### src/rtl/spi_slave_param.sv
// spi_slave_param: parametrised SPI slave front-end for the single-port RAM subsystem.
// Receives {cmd[1:0], payload} frames MSB-first on MOSI after a path bit, and
// serialises RAM read data MSB-first on MISO once tx_valid arrives in READ_WAIT.
// Optional build macro SPI_FRAME_ERR_EN adds the frame_err abort indicator.
module spi_slave_param #(
    parameter  int unsigned ADDR_W  = 8,
    parameter  int unsigned DATA_W  = 8,
    localparam int unsigned PAY_W   = (ADDR_W > DATA_W) ? ADDR_W : DATA_W,
    localparam int unsigned FRAME_W = PAY_W + 2
) (
    input  logic               clk,
    input  logic               rst_n,
    input  logic               SS_n,
    input  logic               MOSI,
    output logic               MISO,
    output logic [FRAME_W-1:0] din,
    output logic               rx_valid,
    input  logic [DATA_W-1:0]  dout,
    input  logic               tx_valid
`ifdef SPI_FRAME_ERR_EN
    ,
    output logic               frame_err
`endif
);

    localparam int unsigned BIT_CW = $clog2(FRAME_W + 1);
    localparam int unsigned TX_CW  = $clog2(DATA_W + 1);

    typedef enum logic [2:0] {
        IDLE      = 3'd0,
        CHK_CMD   = 3'd1,
        WRITE     = 3'd2,
        READ_ADD  = 3'd3,
        READ_WAIT = 3'd4,
        READ_DATA = 3'd5
    } state_t;

    state_t              state;
    logic [FRAME_W-2:0]  rx_shift;
    logic [BIT_CW-1:0]   bit_cnt;
    logic [DATA_W-1:0]   tx_shift;
    logic [TX_CW-1:0]    tx_cnt;

    logic [FRAME_W-1:0]  frame_c;
    logic                last_bit_c;
    logic                rx_busy_c;
    logic                tx_busy_c;

    // Frame as it stands once the current MOSI bit is included.
    assign frame_c    = {rx_shift, MOSI};
    assign last_bit_c = (bit_cnt == BIT_CW'(FRAME_W - 1));
    assign rx_busy_c  = (bit_cnt < BIT_CW'(FRAME_W));
    assign tx_busy_c  = (tx_cnt < TX_CW'(DATA_W));

    // MISO drives the read-data MSB straight from the shift register while bits remain.
    assign MISO = (state == READ_DATA) && tx_busy_c && tx_shift[DATA_W-1];

    // Frame FSM, shift registers, counters and registered strobes.
    always_ff @(posedge clk or negedge rst_n) begin
        if (!rst_n) begin
            state     <= IDLE;
            rx_shift  <= '0;
            bit_cnt   <= '0;
            tx_shift  <= '0;
            tx_cnt    <= '0;
            din       <= '0;
            rx_valid  <= 1'b0;
`ifdef SPI_FRAME_ERR_EN
            frame_err <= 1'b0;
`endif
        end else begin
            rx_valid  <= 1'b0;
`ifdef SPI_FRAME_ERR_EN
            frame_err <= 1'b0;
`endif
            case (state)
                IDLE: begin
                    rx_shift <= '0;
                    bit_cnt  <= '0;
                    tx_cnt   <= '0;
                    if (!SS_n) begin
                        state <= CHK_CMD;
                    end
                end

                CHK_CMD: begin
                    if (SS_n) begin
                        state <= IDLE;
                    end else begin
                        state <= MOSI ? READ_ADD : WRITE;
                    end
                end

                WRITE, READ_ADD: begin
                    if (last_bit_c) begin
                        // Last bit completes the frame even if SS_n rises on this edge.
                        din      <= frame_c;
                        rx_valid <= 1'b1;
                        if (SS_n) begin
                            state    <= IDLE;
                            rx_shift <= '0;
                            bit_cnt  <= '0;
                        end else begin
                            rx_shift <= frame_c[FRAME_W-2:0];
                            bit_cnt  <= bit_cnt + BIT_CW'(1);
                            if ((state == READ_ADD) && (frame_c[FRAME_W-1 -: 2] == 2'b11)) begin
                                state <= READ_WAIT;
                            end
                        end
                    end else if (SS_n) begin
                        state    <= IDLE;
                        rx_shift <= '0;
                        bit_cnt  <= '0;
`ifdef SPI_FRAME_ERR_EN
                        frame_err <= (bit_cnt != '0) && rx_busy_c;
`endif
                    end else if (rx_busy_c) begin
                        rx_shift <= frame_c[FRAME_W-2:0];
                        bit_cnt  <= bit_cnt + BIT_CW'(1);
                    end
                end

                READ_WAIT: begin
                    if (SS_n) begin
                        state   <= IDLE;
                        bit_cnt <= '0;
                        tx_cnt  <= '0;
`ifdef SPI_FRAME_ERR_EN
                        frame_err <= 1'b1;
`endif
                    end else if (tx_valid) begin
                        tx_shift <= dout;
                        tx_cnt   <= '0;
                        state    <= READ_DATA;
                    end
                end

                READ_DATA: begin
                    if (SS_n) begin
                        state   <= IDLE;
                        bit_cnt <= '0;
                        tx_cnt  <= '0;
`ifdef SPI_FRAME_ERR_EN
                        frame_err <= tx_busy_c;
`endif
                    end else if (tx_busy_c) begin
                        tx_shift <= {tx_shift[DATA_W-2:0], 1'b0};
                        tx_cnt   <= tx_cnt + TX_CW'(1);
                    end
                end

                default: begin
                    state <= IDLE;
                end
            endcase
        end
    end

endmodule

### config.mk
export PLATFORM = sky130hd
export DESIGN_NAME = spi_slave_param
export DESIGN_NICKNAME = d
export VERILOG_FILES = /design/src/rtl/spi_slave_param.sv
export SDC_FILE = /design/constraint.sdc
export NUM_CORES = 1
export LEC_CHECK = 0
export BUFFER_PORTS_ARGS = -buffer_cell sky130_fd_sc_hd__buf_2
export CAP_MARGIN = 10
export CORE_ASPECT_RATIO = 1.75
export CORE_UTILIZATION = 50
export CTS_CLUSTER_SIZE = 10
export DETAILED_ROUTE_END_ITERATION = 10
export GPL_TIMING_DRIVEN = 1
export PLACE_DENSITY_LB_ADDON = 0.2
export SLEW_MARGIN = 30
export SYNTH_ARGS = -nofsm -noshare
export SYNTH_HDL_FRONTEND = slang
export SYNTH_SLANG_ARGS = --single-unit
export TNS_END_PERCENT = 100
### constraint.sdc
create_clock -name clk -period 1.93 [get_ports clk]
set_input_delay 0.0965 -clock clk [delete_from_list [all_inputs] [get_ports clk]]
set_output_delay 0.0965 -clock clk [all_outputs]
set_load 0.01 [all_outputs]
# [Yosys cells after proc, flatten, opt, wreduce, memory -nomap -nowiden]
# Index checks and enable logic that the tools add are counted.
# W data, S select, Z words.
[totals] reg_bits=39 wordCells=77
[op_classes] addsub=2 order_cmp=2 eq_ne=17 mux=33 n_reduce_logical=16
[ops] operator="$mux W4" n=9
[ops] operator="$mux W9" n=4
[ops] operator="$mux W8" n=4
[ops] operator="$pmux W4 S3" n=2
[ops] operator="$mux W3" n=7
[ops] operator="$pmux W9 S2" n=1
[ops] operator="$pmux W8 S2" n=1
[ops] operator="$pmux W3 S5" n=1
[ops] operator="$ne A2 B2 Y1 const B" n=5
[ops] operator="$reduce_and A3 Y1" n=3
[ops] operator="$add A4 B1 Y4 const B" n=2
[ops] operator="$lt A4 B4 Y1 const B" n=2
[ops] operator="$ne A4 B4 Y1 const B" n=2
[ops] operator="$eq A3 B2 Y1 const B" n=2
[ops] operator="$eq A3 B3 Y1 const B" n=2
[ops] operator="$ne A3 B3 Y1 const B" n=2
[ops] operator="$reduce_bool A3 Y1" n=2
[ops] operator="$reduce_and A5 Y1" n=1
[ops] operator="$eq A4 B4 Y1 const B" n=1
[ops] operator="$reduce_and A2 Y1" n=2
[ops] operator="$reduce_bool A2 Y1" n=2
[ops] operator="$reduce_or A2 Y1" n=2
[ops] operator="$eq A3 B1 Y1 const B" n=1
[ops] operator="$logic_and A1 B1 Y1" n=3
[ops] operator="5 further kinds" n=7

# [Depth between registers and ports, before layout]
# Gate-level depths: netlist (run 1).
[logic_depth] depth_word=6 depth_mapped=7 depth_no_buf=6

# [Least setup slack after synthesis (run 1)]
# No wires, ideal clock.
[synth_timing] kind="register -> register" from="reg bit_cnt[1]" to="reg din[1]" setup_time_ps=125 t_arrival_ps=1544 setup_slack_ps=261 path_stages_with_launch=7 n_path_buf=1 cell_sequence="dfrtp_1 > inv_1 > ha_1 > nand2_1 > nor4b_1 > buf_4 > mux2_2"
[synth_via] elab_chain_cells=2
[synth_lines] element="start, declared" line_no="40" rtl="logic [BIT_CW-1:0] bit_cnt;"
[synth_lines] element="start signal, assigned" line_no="105" rtl="bit_cnt <= bit_cnt + BIT_CW'(1);"
[synth_lines] element="start signal, assigned" line_no="119" rtl="bit_cnt <= bit_cnt + BIT_CW'(1);"
[synth_lines] element="$eq A4 B4 Y1" line_no="51" rtl="assign last_bit_c = (bit_cnt == BIT_CW'(FRAME_W - 1));"
[synth_lines] element="$reduce_and A2 Y1 (no line)"
[synth_lines] element="end signal, assigned" line_no="97" rtl="din <= frame_c;"
[synth_lines] element="end, declared" line_no="16" rtl="output logic [FRAME_W-1:0] din,"
# Every way passes these cells.
# A chain may end at the register's enable or synchronous reset.

# [Worst setup path after layout (run 1)]
[layout_timing] from="reg state[1]" to="out MISO"
[layout_via] elab_chain_cells=3
[layout_lines] element="start, declared" line_no="38" rtl="state_t state;"
[layout_lines] element="start signal, assigned" line_no="90" rtl="state <= MOSI ? READ_ADD : WRITE;"
[layout_lines] element="$eq A3 B3 Y1" line_no="56" rtl="assign MISO = (state == READ_DATA) && tx_busy_c && tx_shift[DATA_W-1];"
[layout_lines] element="$logic_and A1 B1 Y1 (2 in a row)" line_no="56"
[layout_lines] element="end, declared" line_no="15" rtl="output logic MISO,"
# Every way passes these cells.

==> results.md, run 1 <==
- The maximum fanout count along the critical path is 16.
- The routed layout has 1294 vias.
- The path class of the tightest hold or removal check is primary input to flip-flop.
- Dividing total power by cell area gives a power density of 728 mW/mm².
- The synthesis-stage register bit count is 39.
- The number of standard cells after synthesis is 158.
- The number of H-tree branching levels is 2.
- The initial antenna violation count is 0.
- The detailed-route vias per instance is 5.60.
- After synthesis, the largest area contributor takes up 54.5% of total cell area.
- The antenna diode instance count is 0.
- After detailed routing, the total wire length is 3.36 mm.
- The most used standard cell by instance count after synthesis is sky130_fd_sc_hd__dfrtp_1.
- The tool flagged a number of max-cap violations equal to 0.
- The endpoint required time on the critical path is 1830 ps.
- The buffer depth of the longest clock path is 2.
- The first routing iteration left 11 violations.
- The number of buffer cells added on primary ports is 24.
- The number of max-slew violations in the final report is 0.
- The run finished with clean final reports.
- The pin count of the biggest net entering global routing is 40.
- The count of cell types in the netlist is 38.
- The critical setup path kind is flip-flop to output port.
- The number of cell instances on the worst register-to-register path is 4.
- The number of synthesized flops with an enable pin is 0.
- After clock tree synthesis, the clock-pin slew on the worst setup and hold paths is 70 ps.
- Clock tree synthesis selected as its root buffer the cell sky130_fd_sc_hd__clkbuf_8.
- After synthesis, the most frequently instantiated cells are 39 x sky130_fd_sc_hd__dfrtp_1, 16 x sky130_fd_sc_hd__nand2_1, 12 x sky130_fd_sc_hd__mux2_2.
- The slew of the pin with the lowest slew margin is 818 ps.
- In the final design database the tool counted 201 nets.
- TritonCTS built the clock tree.
- Adding up every negative setup slack in the final design gives 0 ps.
- The minimum clock period is 1790 ps.
- The number of post-CTS setup repair buffers is 0.
- Among all flip-flop cells after synthesis, the most frequent one is sky130_fd_sc_hd__dfrtp_1.
- The achievable frequency is 559 MHz.
- The vertical die dimension is 81.2 µm.
- The post-synthesis net count is 174.
- The sum of net half-perimeters after detailed placement is 2.44 mm.
- Hold is met by 46.6 ps.
- From synthesis to final layout, the design area changed by 14.5%.
- A synthesized cell averages 11.3 µm².
- The worst endpoint data arrival time is 1690 ps.
- The number of clock sinks seen by CTS is 39.
- The number of global-route vias before repair is 1309.
- Setup repair after global routing left no endpoint under its margin.
- Once the floorplan was initialized, standard cells occupied 52.7% of the core.
- After detailed routing, the number of remaining DRC violations is 0.
- The die extent in x is 47.3 µm.
- The number of stages on the worst hold path is 2.
- The floorplan step defined a die boundary enclosing 0.00384 mm².
- In the final routed layout, each cell accounts on average for 14.5 µm.
- After global routing the overflow that remains totals 0.
- The endpoint class of the critical path is an output port.
- The global-route usage over all layers is 20.6%.
- The first global-routing pass estimated 5.56 mm of wire.
- The ratio of cells with drive above 1 in the final layout is 26.9%.
- The core box area is 0.00340 mm².
- The count of boundary I/O pins is 25.
- After synthesis, the cell types taking the most area are sky130_fd_sc_hd__dfrtp_1 54%, sky130_fd_sc_hd__mux2_2 7.5%, sky130_fd_sc_hd__a22o_1 4.9%.
- The number of hold-slack violations in the final timing report is 0.
- In this run the cell area of the synthesized design comes to 0.00179 mm².
- During synthesis, Yosys emitted a total of 0 warnings.
- Across the VDD grid, the largest voltage drop is 727 µV.
- The element type at the critical path start is a flip-flop.
- The placer congestion estimate is 0.752.
- The final critical path takes up 92.7% of the cycle.
- In this run the tightest slew margin relative to its limit is 45.5%.
- The number of cell rows is 28.
- For this run, the register share of the synthesized area comes to 54.5%.
- The clock skew after layout is 8.14 ps.
- The number of nets still failing antenna checks after routing is 0.
- The share of synthesized registers carrying an async set or reset is 100%.
- The leakage dissipation is 0.00106 µW.
- Setup violations remaining at the end of the flow were counted as 0.
- The library cell occupying the most area in the post-synthesis netlist is sky130_fd_sc_hd__dfrtp_1.
- Clock tree synthesis inserted a total of 5 buffers.
- The total iterations of the first detailed-routing run is 4.
- The later pin in the worst-skew pair is clocked with a latency of 290 ps.
## report_power, final
group	total [µW]	internal [µW]	switching, µW	leakage (µW)
sequential	859	836	23.4	0.000530
combinational	109	44.2	64.9	0.000488
clock	525	252	273	0.0000412
total	1490	1130	361	0.00106
## worst paths after layout
path	startpoint	end	slack, ps
setup / recovery	state[1]$_DFFE_PN0P_	MISO	140
hold / removal	SS_n	state[2]$_DFFE_PN0P_	50
setup reg to reg	state[2]$_DFFE_PN0P_	tx_shift[2]$_DFFE_PN0P_	260
hold reg to reg	tx_shift[4]$_DFFE_PN0P_	tx_shift[4]$_DFFE_PN0P_	480
max in group asynchronous	rst_n	state[1]$_DFFE_PN0P_	930
min in group asynchronous	rst_n	tx_shift[7]$_DFFE_PN0P_	430
## timing repair
action | 4_1_cts | 5_1_grt
endpoints found under the hold margin | 39 | 0
setup endpoints to repair | 0 | 19
hold buffers | 1 | 0
gates resized for setup | 0 | 3
## kinds of logic after synthesis
family | count (synthesis) | synth area share, %
simple gates | 48 | 14.7
flops | 39 | 54.5
compound gates | 38 | 14.5
mux | 19 | 11.5
buf+inv | 11 | 2.79
fa+ha+maj | 3 | 2.10
## stage by stage
stage	worst slack, ps	cells	utilization (%)	area, µm²	total power, µW
after floorplan	261	158	-	1790	935
after global placement	176	222	57.4	1950	977
final	141	231	60.3	2050	1490
after CTS	50.1	231	60.2	2050	1510
after global routing	31.2	231	60.3	2050	1550
after detailed placement	98.5	222	57.4	1950	983
## area by class of cell
type / instances / area [µm²]
tap: 45 / 56.3
clock inverter: 2 / 12.5
timing repair buffer: 26 / 138
inverter: 5 / 18.8
clock buffer: 6 / 72.6
fill: 302 / 1350
multi-input combinational: 108 / 774
sequential: 39 / 978
## critical path, stage by stage, from the launching register on
cell and delay (ps):
sky130_fd_sc_hd__dfrtp_2 500, sky130_fd_sc_hd__and2b_1 300, sky130_fd_sc_hd__nand2_2 190, sky130_fd_sc_hd__nor3b_1 260
sky130_fd_sc_hd__buf_2 160
## per-layer routing
metal	wire [µm]	share of wire (%)	global-route usage, %	up-vias
met4	91	2.7	12.6	0
met5	0	0	0	-
li1	-	-	-	629
met3	97	2.9	4.00	8
met2	1800	54	35.8	31
met1	1370	41	21.4	626
## registers in the layout, summed over array words and instances, names as in the netlist
name	flops
din	10
state	3
tx_cnt	4
bit_cnt	4
rx_shift	9
rx_valid	1
tx_shift	8
## layout by cell type (no fill, tap or decap), drive strengths merged, types with 2 or more instances in the layout
cell	netlist	routed
nand2	17	17
dfrtp	39	39
a21o	2	2
ha	3	3
a22oi	2	2
a21oi	5	5
nor3b	3	3
nor3	4	4
a31oi	2	2
inv	5	5
a22o	10	10
mux2	12	12
nor4b	2	2
nor2b	3	3
nand3b	2	2
nor2	5	5
nand2b	2	2
o21ai	10	10
buf	5	25
mux2i	7	7
nand3	3	3
clkbuf	1	6
Note: power is estimated with default switching activity, not from simulation.
==> run 2, diff against run 1 <==
Settings changed: CELL_PAD_IN_SITES_DETAIL_PLACEMENT from default to 0, CELL_PAD_IN_SITES_GLOBAL_PLACEMENT from default to 1, CORE_UTILIZATION 50 to 44.
==> run 2 against run 1 <==
Compared with the run above:
- via count increased by 0.62%
- critical endpoint unchanged
- first-iteration DRC count increased to 3.1 times the previous value
- clock power increased by 6.1%
- highest routed layer unchanged
- hold slack got worse by 2.7 ps
- critical path type unchanged
- non-clock buffer count increased by 2
- count of clock-buffer cells in the layout decreased by 1
- fmax about the same
==> results.md, run 2 (synthesized netlist as in run 1, its figures left out) <==
- Status: finished, final reports clean (unchanged).
- The number of clock sinks seen by CTS is 39 (unchanged).
- The number of filler instances in the final layout is 381 (was 302).
- The number of DRC violations after detailed-routing iteration 0 was 34 (was 11).
- The element type at the critical path start was a flip-flop (unchanged).
- The aggregate negative setup slack is 0 ps (unchanged).
- The net total in the final layout is 203 (was 201).
- The global-route usage over all layers is 17.6% (was 20.6%).
- The top register by number of flip-flops was din (unchanged).
- The number of global-route vias before repair is 1332 (was 1309).
- The antenna diode instance count is 0 (unchanged).
- The number of placed cells counting well taps is 226 (was 222).
- The achievable frequency is 559 MHz (about the same).
- The leading cell type in the layout, fill and taps excluded was sky130_fd_sc_hd__dfrtp_1 (unchanged).
- The total iterations of the first detailed-routing run is 4 (unchanged).
- The ratio of final minimum period to clock period was 92.7% (about the same).
- The core box area came to 0.00390 mm² (was 0.00340 mm²).
- The clock skew after layout is 5.95 ps (was 8.14 ps).
- The effective utilization at floorplan is 45.9% (was 52.7%).
- The flip-flop count of the largest register, all copies and words added is 10 (unchanged).
- The leftover overflow at the end of global routing is 0 (unchanged).
- The endpoint required time on the critical path came to 1830 ps (about the same).
- The global-route wire length before repair is 5.75 mm (was 5.56 mm).
- The clock-pin transition on the worst setup and hold timing paths was 80 ps (was 70 ps).
- The ratio of cells with drive above 1 in the final layout is 27.1% (was 26.9%).
- The pin count of the biggest net entering global routing is 40 (unchanged).
- The number of max-slew violations in the final report is 0 (unchanged).
- The later-pin clock latency in the skew report is 290 ps (about the same).
- The worst-case setup slack after placement is 192 ps (was 98.5 ps).
- The initial antenna violation count came to 0 (unchanged).
- The number of H-tree branching levels is 2 (unchanged).
- The wire length reported by the detailed router is 3.43 mm (was 3.36 mm).
- The sum of net half-perimeters after detailed placement is 2.44 mm (about the same).
- The relative area change from synthesis to final layout is 15.9% (was 14.5%).
- The maximum fanout count along the critical path is 16 (unchanged).
- The worst endpoint data arrival time came to 1690 ps (about the same).
- The maximum vdd ir drop was 661 µV (was 727 µV).
- Registers with the highest flip-flop counts: din x10, rx_shift x9, tx_shift x8 (unchanged).
- The number of buffers created by CTS is 5 (unchanged).
- The leakage dissipation came to 0.00107 µW (was 0.00106 µW).
- The vertical die dimension was 86.4 µm (was 81.2 µm).
- The number of cell rows is 30 (was 28).
- The minimum clock period came to 1790 ps (about the same).
- Commonest cells after routing, fill and taps aside: 38 x sky130_fd_sc_hd__dfrtp_1, 23 x sky130_fd_sc_hd__buf_2, 16 x sky130_fd_sc_hd__nand2_1 (was 37 x sky130_fd_sc_hd__dfrtp_1, 24 x sky130_fd_sc_hd__buf_2, 16 x sky130_fd_sc_hd__nand2_1).
- The buffer depth of the longest clock path came to 2 (unchanged).
- The critical setup path kind was flip-flop to output port (unchanged).
- Unrepaired setup endpoints after global routing: false (unchanged).
- The smallest setup slack after layout is 141 ps (about the same).
- The detailed-route vias per instance is 5.52 (was 5.60).
- The count of boundary I/O pins is 25 (unchanged).
- The number of buffer cells added on primary ports is 24 (unchanged).
- The number of standard cells in the layout, taps in and fillers out is 236 (was 231).
- The area occupied by registers is 977 µm² (was 978 µm²).
- The die area was 0.00434 mm² (was 0.00384 mm²).
- The final routed wire length divided by cell count is 14.5 µm (about the same).
- The number of nets still failing antenna checks after routing is 0 (unchanged).
- The headroom to the max-slew limit is 55.7% (was 45.5%).
- The die extent in x was 50.2 µm (was 47.3 µm).
- The power density over the cells is 735 mW/mm² (was 728 mW/mm²).
- The endpoint class of the critical path is an output port (unchanged).
- The detailed-route via count is 1302 (was 1294).
- The clock tree from TritonCTS is done (unchanged).
- The number of maximum-capacitance violations is 0 (unchanged).
- The final routed DRC violation total is 0 (unchanged).
- The placer congestion estimate is 0.711 (was 0.752).
- The master cell of the clock root buffer was sky130_fd_sc_hd__clkbuf_8 (unchanged).
- The path type of the worst min-delay path is primary input to flip-flop (unchanged).
- The multi-input combinational cell area is 772 µm² (was 774 µm²).
- The slew of the pin with the lowest slew margin is 662 ps (was 818 ps).
- The count of final setup violators is 0 (unchanged).
- The number of hold-slack violations in the final timing report is 0 (unchanged).
-- run 2: worst max-delay path, stage by stage, from the launching register on --
cell and delay, ps:
sky130_fd_sc_hd__dfrtp_2 500, sky130_fd_sc_hd__and2b_1 310, sky130_fd_sc_hd__nand2_2 200, sky130_fd_sc_hd__nor3b_1 230
sky130_fd_sc_hd__buf_2 160
-- run 2: metrics by stage --
stage                     hold slack [ps]  power [µW]  utilization [%]  area [µm²]
after detailed placement              257         984             50.3        1960
final                                44.0        1530             53.2        2080
after floorplan                      -199         935                -        1790
after global placement                248         979             50.3        1960
after CTS                            30.6        1560             52.9        2070
after global routing                 39.8        1600             53.2        2080
-- run 2: final cells by class --
type	count	area share, %
Sequential cell	39	47.0
Multi-Input combinational cell	108	37.2
Timing Repair Buffer	28	7.47
Clock buffer	5	3.31
Tap cell	48	2.89
Clock inverter	3	1.20
Inverter	5	0.904
-- run 2: metal layers --
metal	share of wire (%)	track usage (%)	vias to the layer above
met3	3.1	4.39	7
met2	55	31.8	21
met1	40	19.4	645
li1	-	-	629
met5	0	0	-
met4	1.7	6.49	0
-- run 2: final timing paths --
| path | startpoint | endpoint | slack (ps) | cells past startpoint |
|---|---|---|---|---|
| min in group asynchronous | rst_n | tx_cnt[1]$_DFFE_PN0P_ | 310 | 2 |
| worst min register to register | tx_shift[7]$_DFFE_PN0P_ | tx_shift[7]$_DFFE_PN0P_ | 480 | 2 |
| worst max-delay path | state[1]$_DFFE_PN0P_ | MISO | 140 | 4 |
| max in group asynchronous | rst_n | state[1]$_DFFE_PN0P_ | 1270 | 2 |
| worst max register to register | bit_cnt[1]$_DFFE_PN0P_ | bit_cnt[0]$_DFFE_PN0P_ | 180 | 6 |
| worst min-delay path | SS_n | state[2]$_DFFE_PN0P_ | 40 | 2 |
-- run 2: timing repair --
| item | 4_1_cts | 5_1_grt |
|---|---|---|
| hold buffers | 1 | 0 |
| setup endpoints to repair | 0 | 5 |
| gates resized for setup | 0 | 1 |
| hold endpoints to repair | 39 | 0 |
| setup buffers | 0 | 1 |
-- run 2: where the power goes --
group,internal (µW),total [µW],switching (µW)
clock,258,557,299
combinational,45.0,110,65.5
sequential,836,859,23.5
total,1140,1530,387
==> run 3, diff against run 2 <==
Settings changed: BUFFER_PORTS_ARGS -buffer_cell sky130_fd_sc_hd__buf_2 to default, CORE_UTILIZATION 44 to 50, DONT_BUFFER_PORTS from default to 1.
Clock period 1.93 ns to 2.29 ns, I/O delays scaled along.
==> run 3 against run 2 <==
Compared with the run above:
- register-to-register slack improved by 320 ps
- critical endpoint unchanged
- clock skew about the same
- global-route usage increased by 3.0 points
- largest cell class unchanged
- first-iteration DRC count increased by 2.9%
- power decreased by 13%
- largest power group unchanged
- final area decreased by 4.1%
- die area decreased by 12%
==> results.md, run 3 (synthesized netlist as in run 1, its figures left out) <==
- After layout, the worst path uses 81.6% of the clock period.
- The instance area at placement came to 0.00184 mm² (was 0.00196 mm²).
- The number of max-slew violations in the final report is 0 (unchanged).
- The summed area of non-filler cells in the final layout is 0.00199 mm² (was 0.00208 mm²).
- The fraction of power spent switching nets is 23.6% (was 25.4%).
- The leftover overflow at the end of global routing came to 0 (unchanged).
- Registers with the highest flip-flop counts: din x10, rx_shift x9, tx_shift x8 (unchanged).
- The aggregate negative setup slack came to 0 ps (unchanged).
- The number of buffers created by CTS is 5 (unchanged).
- The path type of the worst min-delay path is primary input to flip-flop (unchanged).
- The clock skew after layout was 5.71 ps (was 5.95 ps).
- The master cell of the clock root buffer is sky130_fd_sc_hd__clkbuf_8 (unchanged).
- The power density over the cells came to 667 mW/mm² (was 735 mW/mm²).
- The pin count of the biggest net entering global routing is 40 (unchanged).
- The number of placed cells counting well taps was 199 (was 226).
- The worst endpoint data arrival time is 1750 ps (was 1690 ps).
- The critical setup path kind is flip-flop to output port (unchanged).
- The count of boundary I/O pins is 25 (unchanged).
- The maximum fanout count along the critical path was 16 (unchanged).
- The ratio of cells with drive above 1 in the final layout is 15.7% (was 27.1%).
- The worst-case setup slack after placement came to 518 ps (was 192 ps).
- The clock-pin transition on the worst setup and hold timing paths is 80 ps (about the same).
- The leakage dissipation came to 0.000980 µW (was 0.00107 µW).
- Status: finished, final reports clean (unchanged).
- The die extent in x is 47.3 µm (was 50.2 µm).
- The number of filler instances in the final layout came to 305 (was 381).
- The number of standard cells in the layout, taps in and fillers out is 211 (was 236).
- The antenna diode instance count is 0 (unchanged).
- The worst path buffer plus inverter count was 0 (was 1).
- The buffer depth of the longest clock path is 2 (unchanged).
- The initial antenna violation count came to 0 (unchanged).
- The total iterations of the first detailed-routing run was 4 (unchanged).
- The clock tree from TritonCTS is done (unchanged).
- The number of DRC violations after detailed-routing iteration 0 is 35 (was 34).
- The later-pin clock latency in the skew report is 290 ps (about the same).
- The number of maximum-capacitance violations is 0 (unchanged).
- The effective utilization at floorplan was 52.7% (was 45.9%).
- The number of clock sinks seen by CTS came to 39 (unchanged).
- The headroom to the max-slew limit was 68.4% (was 55.7%).
- The final routed DRC violation total is 0 (unchanged).
- The quantity of gates resized following cts is 0 (unchanged).
- The maximum vdd ir drop was 670 µV (was 661 µV).
- The category of cells accounting for the largest share of critical-path delay is simple AND/OR/NAND/NOR gates (unchanged).
- The worst stage delay on the critical path is 520 ps (was 500 ps).
- Worst-path cell chain: and2b_1 -> nand2_2 -> nor3b_1 (was and2b_1 -> nand2_2 -> nor3b_1 -> buf_2).
- Derived from the worst setup path, the maximum achievable clock frequency is 535 MHz.
- The sequential share of power came to 54.4% (was 56.3%).
- The number of post-CTS setup repair buffers is 0 (unchanged).
- The number of nets still failing antenna checks after routing is 0 (unchanged).
- The element type at the critical path start is a flip-flop (unchanged).
- The detailed-route vias per instance is 5.71 (was 5.52).
- The share of the core filled with cells is 58.6% (was 53.2%).
- The global-route usage over all layers is 20.6% (was 17.6%).
- The number of global-route vias before repair is 1236 (was 1332).
- The final routed wire length divided by cell count is 15.7 µm (was 14.5 µm).
- The top register by number of flip-flops was din (unchanged).
- Commonest cells after routing, fill and taps aside: 39 x sky130_fd_sc_hd__dfrtp_1, 16 x sky130_fd_sc_hd__nand2_1, 12 x sky130_fd_sc_hd__mux2_2 (was 38 x sky130_fd_sc_hd__dfrtp_1, 23 x sky130_fd_sc_hd__buf_2, 16 x sky130_fd_sc_hd__nand2_1).
- The clock group share of total power came to 38.8% (was 36.5%).
- The detailed-route via count is 1205 (was 1302).
- The core box area came to 0.00340 mm² (was 0.00390 mm²).
- The leading cell type in the layout, fill and taps excluded is sky130_fd_sc_hd__dfrtp_1 (unchanged).
- The net total in the final layout is 181 (was 203).
- The wire length reported by the detailed router is 3.31 mm (was 3.43 mm).
- The cell with the largest stage delay on the worst path is sky130_fd_sc_hd__dfrtp_1 (was sky130_fd_sc_hd__dfrtp_2).
- The vertical die dimension is 81.2 µm (was 86.4 µm).
- The number of buffer cells added on primary ports came to 0 (was 24).
- The relative contribution of combinational cells to total power is 6.8% (was 7.2%).
- Unrepaired setup endpoints after global routing: false (unchanged).
- The sum of net half-perimeters after detailed placement is 2.41 mm (was 2.44 mm).
- The global-route wire length before repair is 5.44 mm (was 5.75 mm).
- The number of hold-slack violations in the final timing report was 0 (unchanged).
- The minimum clock period is 1870 ps.
- The number of cell rows is 28 (was 30).
- The smallest setup slack after layout came to 422 ps (was 141 ps).
- The internal power of the cells is 1020 µW (was 1140 µW).
- The endpoint class of the critical path is an output port (unchanged).
- The post-cts hold buffer count is 4 (was 1).
- The endpoint required time on the critical path is 2180 ps (was 1830 ps).
- The relative area change from synthesis to final layout came to 11.2% (was 15.9%).
- The switching power of the nets was 314 µW (was 387 µW).
- The number of H-tree branching levels is 2 (unchanged).
- The slew of the pin with the lowest slew margin is 475 ps (was 662 ps).
- The placer congestion estimate is 0.781 (was 0.711).
- The flip-flop count of the largest register, all copies and words added came to 10 (unchanged).
- The die area was 0.00384 mm² (was 0.00434 mm²).
- The count of final setup violators is 0 (unchanged).
==> run 3: cell count changes in the layout (fill, tap and decap cells not counted) <==
cell | previous run | this run
sky130_fd_sc_hd__buf_2 | 23 | 0
sky130_fd_sc_hd__buf_4 | 4 | 2
sky130_fd_sc_hd__clkbuf_8 | 5 | 7
sky130_fd_sc_hd__clkinv_4 | 2 | 0
sky130_fd_sc_hd__dlygate4sd3_1 | 1 | 3
sky130_fd_sc_hd__buf_12 | 0 | 1
sky130_fd_sc_hd__dfrtp_1 | 38 | 39
sky130_fd_sc_hd__dfrtp_2 | 1 | 0
==> run 3: final cells by class <==
type                       count  area (µm²)  area share (%)
tap                           45        56.3            2.83
sequential                    39         976            49.0
clock buffer                   7        96.3            4.84
clock inverter                 1        7.51           0.377
timing repair buffer           6        65.1            3.27
multi-input combinational    108         772            38.8
inverter                       5        18.8           0.942
==> run 3: through the flow <==
step	hold slack, ps	power (µW)
detailed placement	-180	806
floorplan	-181	788
global route	35.5	1390
finish	20.8	1330
global placement	-180	802
CTS	20.9	1340
==> run 3: path summary, 6_finish.rpt <==
kind,endpoint,cells after the start,slack (ps),start
min in group asynchronous,tx_shift[7]$_DFFE_PN0P_,2,270,rst_n
setup reg to reg,tx_shift[6]$_DFFE_PN0P_,4,500,state[2]$_DFFE_PN0P_
setup / recovery,MISO,3,420,state[1]$_DFFE_PN0P_
hold / removal,tx_shift[4]$_DFFE_PN0P_,2,20,dout[4]
max in group asynchronous,din[4]$_DFFE_PN0P_,2,1830,rst_n
hold reg to reg,tx_shift[3]$_DFFE_PN0P_,2,490,tx_shift[3]$_DFFE_PN0P_
==> run 3: power groups by stage <==
stage	logic [µW]	clock network (µW)	registers [µW]
after floorplan	59.4	0	728
final	90.3	516	723
after global placement	66.7	0	735
after global routing	104	559	726
after detailed placement	69.6	0	737
after CTS	91.8	529	723
==> run 3: metal layers <==
| metal | up-vias | GRT usage, % | wire length (µm) |
|---|---|---|---|
| met2 | 26 | 35.6 | 1810 |
| met3 | 4 | 6.44 | 151 |
| met4 | 0 | 8.57 | 52 |
| met1 | 593 | 22.0 | 1300 |
| li1 | 582 | - | - |
| met5 | - | 0 | 0 |
